`config.mk`:
```
export PLATFORM = sky130hd
export DESIGN_NAME = brom_copier
export DESIGN_NICKNAME = d
export VERILOG_FILES = /design/src/rtl/brom_copier_pkg.sv /design/src/rtl/brom_copier.sv
export SDC_FILE = /design/constraint.sdc
export NUM_CORES = 1
export LEC_CHECK = 0
export BUFFER_PORTS_ARGS = -buffer_cell sky130_fd_sc_hd__clkbuf_2
export CORE_MARGIN = 3
export CORE_UTILIZATION = 55
export DETAILED_ROUTE_END_ITERATION = 12
export PLACE_DENSITY = 0.83
export SLEW_MARGIN = 20
export SYNTH_ARGS = -nofsm -noshare
export SYNTH_HDL_FRONTEND = slang
export SYNTH_SLANG_ARGS = --single-unit
export TNS_END_PERCENT = 1
```
`constraint.sdc`:
```
create_clock -name i_clock -period 5.9 [get_ports i_clock]
set_input_delay 0 -clock i_clock [delete_from_list [all_inputs] [get_ports i_clock]]
set_output_delay 0 -clock i_clock [all_outputs]
set_load 0.01 [all_outputs]
```
`src/rtl/brom_copier_pkg.sv`:
```
// Shared types and constants for the boot-ROM-to-RAM copier.
//   state_t    : copier FSM state encoding (2 bits)
//   BUS_W      : bus word width in bits
//   WORD_BYTES : byte stride between consecutive bus words
//   word_addr  : base + idx * WORD_BYTES, modulo 2^BUS_W
package brom_copier_pkg;

  localparam int unsigned BUS_W      = 32;
  localparam int unsigned WORD_BYTES = 4;

  typedef enum logic [1:0] {
    IDLE  = 2'd0,
    READ  = 2'd1,
    WRITE = 2'd2,
    DONE  = 2'd3
  } state_t;

  // Byte address of word idx above base; wraps silently at 2^BUS_W.
  function automatic logic [BUS_W-1:0] word_addr(input logic [BUS_W-1:0] base,
                                                 input logic [BUS_W-1:0] idx);
    return base + idx * BUS_W'(WORD_BYTES);
  endfunction

endpackage

```
`src/rtl/brom_copier.sv`:
```
// Boot-time copier: reads i_count consecutive 32-bit words from the boot ROM
// starting at SRC_BASE and writes them to RAM starting at DST_BASE, one word at
// a time (read, then write, then next read).
//
// Optional build macro: BROM_COPIER_CHECKSUM_EN adds o_checksum, the modulo
// 2^32 sum of every word read during the current/last copy.
//
// Ports:
//   i_clock, i_reset     clock; asynchronous active-high reset
//   i_start, i_count     start strobe (IDLE only) and word count latched on it
//   o_busy, o_done       copy in progress; one-cycle completion pulse
//   o_src_*/i_src_*      ROM request/ready read port
//   o_dst_*/i_dst_*      RAM request/ready write port (o_dst_rw=1 means write)
//   o_checksum           (macro only) running sum of words read
module brom_copier
  import brom_copier_pkg::*;
#(
  parameter logic [31:0] SRC_BASE = 32'h0000_0000,
  parameter logic [31:0] DST_BASE = 32'h0000_0000,
  parameter int unsigned COUNT_W  = 16
) (
  input  logic               i_clock,
  input  logic               i_reset,
  input  logic               i_start,
  input  logic [COUNT_W-1:0] i_count,
  output logic               o_busy,
  output logic               o_done,
  output logic               o_src_request,
  output logic [BUS_W-1:0]   o_src_address,
  input  logic [BUS_W-1:0]   i_src_rdata,
  input  logic               i_src_ready,
`ifdef BROM_COPIER_CHECKSUM_EN
  output logic [BUS_W-1:0]   o_checksum,
`endif
  output logic               o_dst_request,
  output logic               o_dst_rw,
  output logic [BUS_W-1:0]   o_dst_address,
  output logic [BUS_W-1:0]   o_dst_wdata,
  input  logic               i_dst_ready
);

  state_t               state_q, state_d;
  logic [COUNT_W-1:0]   count_q, count_d;
  logic [COUNT_W-1:0]   index_q, index_d;
  logic                 busy_q, busy_d;
  logic                 done_q, done_d;
  logic                 src_req_q, src_req_d;
  logic [BUS_W-1:0]     src_addr_q, src_addr_d;
  logic                 dst_req_q, dst_req_d;
  logic                 dst_rw_q, dst_rw_d;
  logic [BUS_W-1:0]     dst_addr_q, dst_addr_d;
  logic [BUS_W-1:0]     dst_wdata_q, dst_wdata_d;
`ifdef BROM_COPIER_CHECKSUM_EN
  logic [BUS_W-1:0]     csum_q, csum_d;
`endif

  // Index of the final word; only meaningful once a nonzero count is latched.
  logic                 last_word;
  assign last_word = (index_q == count_q - COUNT_W'(1));

  // State and registered-output register.
  always_ff @(posedge i_clock or posedge i_reset) begin
    if (i_reset) begin
      state_q     <= IDLE;
      count_q     <= '0;
      index_q     <= '0;
      busy_q      <= 1'b0;
      done_q      <= 1'b0;
      src_req_q   <= 1'b0;
      src_addr_q  <= '0;
      dst_req_q   <= 1'b0;
      dst_rw_q    <= 1'b0;
      dst_addr_q  <= '0;
      dst_wdata_q <= '0;
`ifdef BROM_COPIER_CHECKSUM_EN
      csum_q      <= '0;
`endif
    end else begin
      state_q     <= state_d;
      count_q     <= count_d;
      index_q     <= index_d;
      busy_q      <= busy_d;
      done_q      <= done_d;
      src_req_q   <= src_req_d;
      src_addr_q  <= src_addr_d;
      dst_req_q   <= dst_req_d;
      dst_rw_q    <= dst_rw_d;
      dst_addr_q  <= dst_addr_d;
      dst_wdata_q <= dst_wdata_d;
`ifdef BROM_COPIER_CHECKSUM_EN
      csum_q      <= csum_d;
`endif
    end
  end

  // Next-state and next-output logic.
  always_comb begin
    state_d     = state_q;
    count_d     = count_q;
    index_d     = index_q;
    busy_d      = busy_q;
    done_d      = 1'b0;
    src_req_d   = src_req_q;
    src_addr_d  = src_addr_q;
    dst_req_d   = dst_req_q;
    dst_rw_d    = dst_rw_q;
    dst_addr_d  = dst_addr_q;
    dst_wdata_d = dst_wdata_q;
`ifdef BROM_COPIER_CHECKSUM_EN
    csum_d      = csum_q;
`endif

    unique case (state_q)
      IDLE: begin
        if (i_start) begin
`ifdef BROM_COPIER_CHECKSUM_EN
          csum_d = '0;
`endif
          if (i_count != '0) begin
            count_d    = i_count;
            index_d    = '0;
            src_addr_d = SRC_BASE;
            src_req_d  = 1'b1;
            busy_d     = 1'b1;
            state_d    = READ;
          end else begin
            // Empty copy completes at once without ever going busy.
            done_d = 1'b1;
          end
        end
      end

      READ: begin
        if (i_src_ready) begin
          src_req_d   = 1'b0;
          dst_wdata_d = i_src_rdata;
          dst_addr_d  = word_addr(DST_BASE, BUS_W'(index_q));
          dst_req_d   = 1'b1;
          dst_rw_d    = 1'b1;
`ifdef BROM_COPIER_CHECKSUM_EN
          csum_d      = csum_q + i_src_rdata;
`endif
          state_d     = WRITE;
        end
      end

      WRITE: begin
        if (i_dst_ready) begin
          dst_req_d = 1'b0;
          dst_rw_d  = 1'b0;
          if (last_word) begin
            done_d  = 1'b1;
            busy_d  = 1'b0;
            state_d = DONE;
          end else begin
            index_d    = index_q + COUNT_W'(1);
            src_addr_d = word_addr(SRC_BASE, BUS_W'(index_q) + BUS_W'(1));
            src_req_d  = 1'b1;
            state_d    = READ;
          end
        end
      end

      DONE: begin
        state_d = IDLE;
      end

      default: begin
        state_d = IDLE;
      end
    endcase
  end

  assign o_busy        = busy_q;
  assign o_done        = done_q;
  assign o_src_request = src_req_q;
  assign o_src_address = src_addr_q;
  assign o_dst_request = dst_req_q;
  assign o_dst_rw      = dst_rw_q;
  assign o_dst_address = dst_addr_q;
  assign o_dst_wdata   = dst_wdata_q;
`ifdef BROM_COPIER_CHECKSUM_EN
  assign o_checksum    = csum_q;
`endif

endmodule

```
==> flow_summary.rst, run 1 <==
.. list-table::
   :header-rows: 1

   * - Metric
     - Value
   * - Achievable Freq
     - 304 MHz
   * - Worst rel slew slack
     - 0.486
   * - Leakage power total
     - 0.00296 uW
   * - FF+latch count, synth
     - 87
   * - Distinct cell type count of the synthesized netlist
     - 55
   * - Number of flops mapped to enable cells by yosys
     - 0
   * - Post-synthesis instance area
     - 4540 um^2
   * - Minimum setup slack among reg-to-reg paths
     - 2610 ps
   * - Vias in the first global route
     - 3938
   * - I/O pin count
     - 154
   * - Buffers added on ports
     - 122
   * - Portion of total power attributed to the clock network
     - 0.166
   * - Sink Count
     - 87
   * - Worst Hold Class
     - in -> reg
   * - Kind of critical path
     - reg -> reg
   * - Worst endpoint required time
     - 6150 ps
   * - Layout overhead on the synthesized area
     - 27.3%
   * - Number of detailed-routing iterations run before antenna repair
     - 4
   * - Vertical die dimension
     - 96.8 um
   * - Buffer count from post-CTS setup fixing
     - 0
   * - Minimum clock period after layout
     - 3290 ps
   * - Vias after detailed routing
     - 3783
   * - Most used cells in the layout excluding fill and tap cells
     - 122 x sky130_fd_sc_hd__clkbuf_2, 87 x sky130_fd_sc_hd__dfrtp_1, 75 x sky130_fd_sc_hd__nand2_1
   * - YS warnings
     - 0
   * - Max-slew violation count
     - 0
   * - Layout cell share with drive strength beyond 1
     - 0.325
   * - Grt met2 use
     - 0.444
   * - Die width
     - 96.8 um
   * - Worst Setup End Kind
     - register
   * - Register area share after synthesis
     - 0.480
   * - Final ANT Viol Nets
     - 0
   * - Total routing resource utilization after global routing
     - 0.253
   * - Non-filler instance count after layout
     - 711
   * - RSZ-0062 raised after global routing
     - false
   * - Max-cap check violation count
     - 0
   * - Switching part of the total
     - 0.402
   * - Effective utilization at floorplan
     - 0.578
   * - Clock transition at the registers of the reported paths
     - 100 ps
   * - Dpl cells
     - 644
   * - Transition time at the pin with the least slew margin
     - 771 ps
   * - Row Count
     - 32
   * - Average vias per placed instance
     - 5.32
   * - Count of cells along the worst hold path
     - 4
   * - Avg Synthesized Cell Area
     - 10.3 um^2
   * - Source-to-sink clock delay at the later pin of the worst-skew pair
     - 350 ps
   * - Antenna diode instance count
     - 0
   * - Root cell of the clock tree
     - sky130_fd_sc_hd__clkbuf_8
   * - Switching power
     - 930 uW
   * - CP Max Fanout
     - 11
   * - Depth of the CTS H-tree
     - 3
   * - Power density over cell area
     - 400 nW/um^2
   * - Signal arrival time at the worst endpoint
     - 3540 ps
   * - Worst voltage drop across the vdd grid
     - 0.277 mV
   * - Number of DRC markers in iteration 0
     - 155
   * - FF-to-FF path depth
     - 9
   * - Grt met1 use
     - 0.307
   * - Async S/R FF share, synth
     - 1.00
   * - Share of total power in sequential cells
     - 0.426
   * - Sum of overflow across all layers after global routing
     - 0
   * - Setup TNS
     - 0 ps
   * - Maximum root-to-sink buffer count
     - 2
   * - Nets
     - 659
   * - Combinational share of power
     - 0.407
   * - Final Skew
     - 9.22 ps
   * - Dominant synthesized flop cell
     - sky130_fd_sc_hd__dfrtp_1
   * - Clock buffers created by TritonCTS
     - 9
   * - Worst hold slack
     - 46.7 ps
   * - Die outline area
     - 9380 um^2
   * - Final wirelength
     - 11700 um
   * - Pin count of the biggest net entering global routing
     - 88
   * - Estimated wirelength of the detail-placed design
     - 7830 um
   * - Layer with the highest usage
     - met2
   * - Part of the cycle the worst path needs
     - 0.558
   * - Internal power of the cells
     - 1380 uW
   * - Final weighted congestion in routability-driven placement
     - 0.883
   * - TritonCTS clock tree
     - done
   * - PostCTS Resize Cnt
     - 0
   * - Number of remaining DRC errors
     - 0
   * - Detail-routed net length per standard cell
     - 16.5 um
   * - Setup-violating endpoint count in the final report
     - 0
   * - Startpoint type of the worst setup path
     - register
   * - Layout fillers
     - 569
   * - Hold bufs inserted after CTS
     - 51
   * - Most frequent standard cell in the layout excluding fill and tap cells
     - sky130_fd_sc_hd__clkbuf_2
   * - Result of the run
     - complete, no violations
   * - Global-route wire length before repair
     - 19400 um
   * - Final Hold Vio Count
     - 0
   * - Met3 routing resource usage after global routing
     - 0.0671
   * - Core Region
     - 7850 um^2
   * - Total cell area at the placement stage
     - 5080 um^2
   * - Number of instances in the synthesized netlist
     - 441
   * - Post-route design area
     - 5780 um^2
   * - Antenna violations before repair
     - 0
[worst max-delay path: stages, from the launching register on]
cell,delay (ps)
sky130_fd_sc_hd__dfrtp_1,460
sky130_fd_sc_hd__inv_1,110
sky130_fd_sc_hd__ha_1,280
sky130_fd_sc_hd__or4b_1,480
sky130_fd_sc_hd__o21ai_1,150
sky130_fd_sc_hd__nand4_1,180
sky130_fd_sc_hd__nor4_2,370
sky130_fd_sc_hd__nand4_1,460
sky130_fd_sc_hd__nand2_1,330
sky130_fd_sc_hd__mux2_2,360
[power groups by stage]
| stage | logic (uW) | clock network [uW] | registers [uW] |
|---|---|---|---|
| final | 941 | 385 | 985 |
| after global routing | 1030 | 416 | 1010 |
| after CTS | 933 | 388 | 973 |
| after detailed placement | 904 | 0 | 982 |
| after global placement | 871 | 0 | 969 |
| after floorplan | 629 | 0 | 976 |
[flip-flops by register name (all words and copies together) (netlist names)]
| register | cells |
|---|---|
| o_dst_address | 16 |
| o_src_request | 1 |
| o_busy | 1 |
| o_done | 1 |
| index_q | 15 |
| count_q | 16 |
| o_dst_rw | 1 |
| o_src_address | 2 |
| state_q | 2 |
| o_dst_wdata | 32 |
[cells by family (layout without fill, tap and decap cells)]
family                     after synthesis  in the layout  synth area share
muxes                                   60             60             0.145
other                                    1             31          0.000826
xor gates and xnor gates                16             16            0.0309
buffers and inverters                   63            201            0.0813
DFF                                     87             87             0.480
adders and majority gates                2              2           0.00551
and+or+nand+nor                        173            173             0.199
AOI/OAI and AO/OA                       39             39            0.0576
[final timing paths]
check                                               from                            end
max                               count_q[0]$_DFFE_PP0P_         index_q[0]$_DFFE_PP0P_
min                                              i_start               o_done$_DFF_PP0_
max reg2reg                       count_q[0]$_DFFE_PP0P_         index_q[0]$_DFFE_PP0P_
min reg2reg                o_src_address[18]$_DFFE_PP0P_  o_src_address[18]$_DFFE_PP0P_
max in group asynchronous                        i_reset         count_q[0]$_DFFE_PP0P_
min in group asynchronous                        i_reset    o_dst_wdata[29]$_DFFE_PP0P_
[synth_stat cells (all sizes together) (2+ instances only)]
| library cell | n | area (um^2) |
|---|---|---|
| nand2b | 13 | 81.3 |
| nor4 | 7 | 50.1 |
| mux2 | 45 | 507 |
| o21ba | 2 | 20.0 |
| a211oi | 3 | 22.5 |
| a21oi | 7 | 35.0 |
| a21o | 3 | 22.5 |
| nor3b | 2 | 15.0 |
| xor2 | 7 | 61.3 |
| nor3 | 7 | 40.0 |
| nor2b | 3 | 18.8 |
| and2 | 2 | 12.5 |
| nand2 | 76 | 285 |
| nor2 | 13 | 48.8 |
| o21ai | 13 | 68.8 |
| xnor2 | 9 | 78.8 |
| or3 | 3 | 18.8 |
| and3 | 7 | 43.8 |
| buf | 38 | 275 |
| nand4b | 3 | 26.3 |
| clkbuf | 15 | 56.3 |
| inv | 10 | 37.5 |
| nand3 | 15 | 75.1 |
| mux2i | 15 | 150 |
| and4 | 2 | 20.0 |
| nand4 | 13 | 81.3 |
| ha | 2 | 25.0 |
| dfrtp | 87 | 2180 |
| or4b | 2 | 20.0 |
[layout make-up]
type / count / area [um^2] / share of cell area
sequential: 87 / 2180 / 0.377
multi-input combinational: 321 / 2110 / 0.366
timing repair buffer: 175 / 1140 / 0.197
clock buffer: 10 / 128 / 0.0221
tap: 102 / 128 / 0.0221
clock inverter: 6 / 51.3 / 0.00888
inverter: 10 / 38.8 / 0.00671
[per-stage QoR]
step           power [uW]  setup slack, ps  utilization
3_5_place_dp         1890             2660        0.647
2_1_floorplan        1600             3370            -
6_report             2310             2610        0.736
4_1_cts              2290             2650        0.735
3_3_place_gp         1840             2830        0.647
5_1_grt              2460             2350        0.736
[routing by layer]
metal	part of all wire	vias up
met2	0.51	150
met5	0	-
met1	0.40	1822
li1	-	1795
met3	0.072	16
met4	0.015	0
No activity file was read; power rests on OpenSTA's default activity.
==> run 2, diff against run 1 <==
--- a/config.mk
+++ b/config.mk
@@ -5,11 +5,12 @@
 export SDC_FILE = /design/constraint.sdc
 export NUM_CORES = 1
 export LEC_CHECK = 0
+export ABC_AREA = 1
 export BUFFER_PORTS_ARGS = -buffer_cell sky130_fd_sc_hd__clkbuf_2
 export CORE_MARGIN = 3
-export CORE_UTILIZATION = 55
+export CORE_UTILIZATION = 47
 export DETAILED_ROUTE_END_ITERATION = 12
-export PLACE_DENSITY = 0.83
+export PLACE_DENSITY = 0.74
 export SLEW_MARGIN = 20
 export SYNTH_ARGS = -nofsm -noshare
 export SYNTH_HDL_FRONTEND = slang
==> constraint.sdc (replaced) <==
create_clock -name i_clock -period 2.8 [get_ports i_clock]
set_input_delay 0 -clock i_clock [delete_from_list [all_inputs] [get_ports i_clock]]
set_output_delay 0 -clock i_clock [all_outputs]
set_load 0.01 [all_outputs]
==> run 2 against run 1 <==
Against the previous run: clock power increased to 2.6 times the previous value; core utilization decreased by 11 points; first-iteration DRC count increased by 30%; combinational power increased by 140%; clock skew about the same; synthesized cell count increased by 35%; sequential share of layout area decreased by 2.9 points; largest cell class is now multi-input combinational cells; register-to-register slack got worse by 2200 ps; critical path type unchanged; global-route usage decreased by 3.6 points; sequential power increased by 100%.
==> flow_summary.rst, run 2 <==
.. list-table::
   :header-rows: 1

   * - Metric
     - Value
   * - Die outline area
     - 11700 um^2 (+24%)
   * - Setup TNS
     - 0 ps (unchanged)
   * - Sink Count
     - 87 (unchanged)
   * - Result of the run
     - complete, no violations
   * - Vias after detailed routing
     - 4381 (+16%)
   * - Hold bufs inserted after CTS
     - 52 (+2.0%)
   * - Nets
     - 824 (+25%)
   * - Startpoint type of the worst setup path
     - register
   * - Post-synthesis instance area
     - 4890 um^2 (+7.7%)
   * - PostCTS Resize Cnt
     - 0 (unchanged)
   * - Most frequent cells after synthesis
     - 159 x sky130_fd_sc_hd__nand2_1, 87 x sky130_fd_sc_hd__dfrtp_1, 65 x sky130_fd_sc_hd__nor2_1
   * - Avg Synthesized Cell Area
     - 8.19 um^2 (-20%)
   * - Maximum root-to-sink buffer count
     - 2 (unchanged)
   * - Async S/R FF share, synth
     - 1.00 (unchanged)
   * - Area share of xor/xnor cells in the synthesized design
     - 0.0410 (+0.0101)
   * - Synth Area in Compound Gates
     - 0.0410 (-0.0167)
   * - Number of instances in the synthesized netlist
     - 597 (+35%)
   * - Combinational family with the most area after synthesis
     - simple AND/OR/NAND/NOR gates
   * - Power density over cell area
     - 841 nW/um^2 (+110%)
   * - Number of detailed-routing iterations run before antenna repair
     - 5 (+1)
   * - Layer with the highest usage
     - met2
   * - Cells taking the most area after synthesis
     - sky130_fd_sc_hd__dfrtp_1 45%, sky130_fd_sc_hd__nand2_1 12%, sky130_fd_sc_hd__mux2_2 8.3%, sky130_fd_sc_hd__nor2_1 5.0%, sky130_fd_sc_hd__buf_4 4.9%
   * - Global-route wire length before repair
     - 20000 um (+3.3%)
   * - Max-slew violation count
     - 0 (unchanged)
   * - Antenna diode instance count
     - 0 (unchanged)
   * - Signal arrival time at the worst endpoint
     - 2640 ps (-900 ps)
   * - Layout cell share with drive strength beyond 1
     - 0.256 (-0.0693)
   * - Max-cap check violation count
     - 0 (unchanged)
   * - Most common cell in the synthesized netlist
     - sky130_fd_sc_hd__nand2_1
   * - Buffer count from post-CTS setup fixing
     - 0 (unchanged)
   * - Kind of critical path
     - reg -> reg
   * - Pin count of the biggest net entering global routing
     - 65 (-26%)
   * - Root cell of the clock tree
     - sky130_fd_sc_hd__clkbuf_8
   * - Effective utilization at floorplan
     - 0.491 (-0.0872)
   * - Biggest area consumer among synthesized cells
     - sky130_fd_sc_hd__dfrtp_1
   * - Proportion of synthesized area in mux cells
     - 0.0829 (-0.0618)
   * - Clock transition at the registers of the reported paths
     - 90 ps (about the same)
   * - Transition time at the pin with the least slew margin
     - 915 ps (+143 ps)
   * - Worst Hold Class
     - in -> async
   * - Final weighted congestion in routability-driven placement
     - 0.894 (+1.2%)
   * - Minimum clock period after layout
     - 2340 ps (-949 ps)
   * - Register area share after synthesis
     - 0.445 (-0.0344)
   * - Buffers added on ports
     - 122 (unchanged)
   * - Die width
     - 108 um (+12%)
   * - Met3 routing resource usage after global routing
     - 0.0281 (-0.0390)
   * - Depth of the CTS H-tree
     - 3 (unchanged)
   * - Share of the core filled with cells
     - 0.628 (-0.108)
   * - Flip-flop count of the largest register after layout
     - 32 (unchanged)
   * - Antenna violations before repair
     - 0 (unchanged)
   * - Leakage power total
     - 0.00323 uW (+9.3%)
   * - Achievable Freq
     - 427 MHz (+41%)
   * - YS warnings
     - 0 (unchanged)
   * - Worst Setup End Kind
     - register
   * - Part of the cycle the worst path needs
     - 0.836 (+0.278)
   * - Distinct cell type count of the synthesized netlist
     - 35 (-36%)
   * - Final ANT Viol Nets
     - 0 (unchanged)
   * - Dominant synthesized flop cell
     - sky130_fd_sc_hd__dfrtp_1
   * - Sum of overflow across all layers after global routing
     - 0 (unchanged)
   * - Adder-cell share of the synthesized area
     - 0.00512 (-0.000395)
   * - Worst voltage drop across the vdd grid
     - 0.403 mV (+45%)
   * - Detail-routed net length per standard cell
     - 13.5 um (-18%)
   * - Worst rel slew slack
     - 0.388 (-0.0978)
   * - Area share of the largest cell type after synthesis
     - 0.445 (-0.0344)
   * - Most used cells in the layout excluding fill and tap cells
     - 158 x sky130_fd_sc_hd__nand2_1, 122 x sky130_fd_sc_hd__clkbuf_2, 87 x sky130_fd_sc_hd__dfrtp_1
   * - Source-to-sink clock delay at the later pin of the worst-skew pair
     - 360 ps (about the same)
   * - Final Hold Vio Count
     - 0 (unchanged)
   * - CP Max Fanout
     - 18 (+7)
   * - Setup-violating endpoint count in the final report
     - 0 (unchanged)
   * - Total routing resource utilization after global routing
     - 0.217 (-0.0357)
   * - Grt met2 use
     - 0.373 (-0.0708)
   * - Core Region
     - 9950 um^2 (+27%)
   * - Estimated wirelength of the detail-placed design
     - 8970 um (+15%)
   * - Layout overhead on the synthesized area
     - 27.9%
   * - Row Count
     - 36 (+13%)
   * - Number of flops mapped to enable cells by yosys
     - 0 (unchanged)
   * - Average vias per placed instance
     - 4.83 (-9.2%)
   * - Worst endpoint required time
     - 3100 ps (-3050 ps)
   * - FF+latch count, synth
     - 87 (unchanged)
   * - Number of remaining DRC errors
     - 0 (unchanged)
   * - Layout fillers
     - 844 (+48%)
   * - I/O pin count
     - 154 (unchanged)
   * - Final wirelength
     - 12300 um (+4.7%)
   * - Number of DRC markers in iteration 0
     - 202 (+30%)
   * - RSZ-0062 raised after global routing
     - false
   * - Vias in the first global route
     - 4149 (+5.4%)
   * - Dpl cells
     - 839 (+30%)
   * - Clock buffers created by TritonCTS
     - 9 (unchanged)
   * - Vertical die dimension
     - 108 um (+12%)
   * - Grt met1 use
     - 0.280 (-0.0277)
   * - Synth Area in Simple Gates
     - 0.276 (+0.0766)
   * - TritonCTS clock tree
     - done
   * - Final Skew
     - 9.47 ps (+0.247 ps)
   * - Non-filler instance count after layout
     - 907 (+28%)
   * - Most frequent standard cell in the layout excluding fill and tap cells
     - sky130_fd_sc_hd__nand2_1
run 2: critical path, cell delays in order, from the launching register on:
cell,delay (ps)
sky130_fd_sc_hd__dfrtp_1,400
sky130_fd_sc_hd__inv_1,100
sky130_fd_sc_hd__ha_1,320
sky130_fd_sc_hd__nand2_1,70
sky130_fd_sc_hd__inv_1,40
sky130_fd_sc_hd__nor2_1,130
sky130_fd_sc_hd__nand2_1,70
sky130_fd_sc_hd__nor2_1,100
sky130_fd_sc_hd__nand3_1,90
sky130_fd_sc_hd__nor2_1,90
sky130_fd_sc_hd__nand2_1,60
sky130_fd_sc_hd__nor2_2,170
sky130_fd_sc_hd__nand3_4,230
sky130_fd_sc_hd__nand2_4,270
sky130_fd_sc_hd__nand2_1,90
sky130_fd_sc_hd__nand2_1,70
run 2: cells by family after synthesis:
logic type | Yosys count
buffers and inverters | 104
XOR/XNOR | 22
adder cells (fa/ha/maj) | 2
flip-flops | 87
AND/OR/NAND/NOR | 305
multiplexers | 36
AO/OA/AOI/OAI | 40
other | 1
run 2: layout make-up:
| type | count | area (um^2) | area share |
|---|---|---|---|
| clock buffers | 11 | 141 | 0.0226 |
| inverters | 56 | 213 | 0.0340 |
| clock inverters | 5 | 88.8 | 0.0142 |
| repair buffers | 179 | 1170 | 0.187 |
| multi-input cells | 436 | 2300 | 0.368 |
| flip-flops and latches | 87 | 2180 | 0.348 |
| well taps | 133 | 166 | 0.0266 |
run 2: worst paths after layout:
| kind | cells after the start | slack (ps) | startpoint | endpoint |
|---|---|---|---|---|
| setup / recovery | 15 | 460 | count_q[0]$_DFFE_PP0P_ | index_q[3]$_DFFE_PP0P_ |
| hold / removal | 3 | 350 | i_reset | o_dst_wdata[13]$_DFFE_PP0P_ |
| setup reg to reg | 15 | 460 | count_q[0]$_DFFE_PP0P_ | index_q[3]$_DFFE_PP0P_ |
| hold reg to reg | 2 | 480 | o_dst_address[7]$_DFFE_PP0P_ | o_dst_address[7]$_DFFE_PP0P_ |
| max in group asynchronous | 4 | 1730 | i_reset | index_q[9]$_DFFE_PP0P_ |
| min in group i_clock | 3 | 400 | i_src_rdata[8] | o_dst_wdata[8]$_DFFE_PP0P_ |
run 2: routing by layer:
metal	wire length, um	part of all wire
met1	5210	0.42
met2	6090	0.50
met3	687	0.056
met4	280	0.023
met5	0	0
run 2: per-stage QoR:
stage	hold WS [ps]	cell area [um^2]	total power, uW	worst slack [ps]
floorplan	144	5000	3600	550
global placement	232	5500	4150	587
detailed placement	236	5500	4220	500
CTS	384	6250	5290	464
global route	403	6250	5660	187
finish	354	6250	5260	459
run 2: power breakdown:
group / total, uW / internal [uW] / switching, uW / leakage (uW)
clock network: 1000 / 539 / 466 / 0.000116
logic: 2270 / 917 / 1360 / 0.00201
registers: 1980 / 1660 / 323 / 0.00111
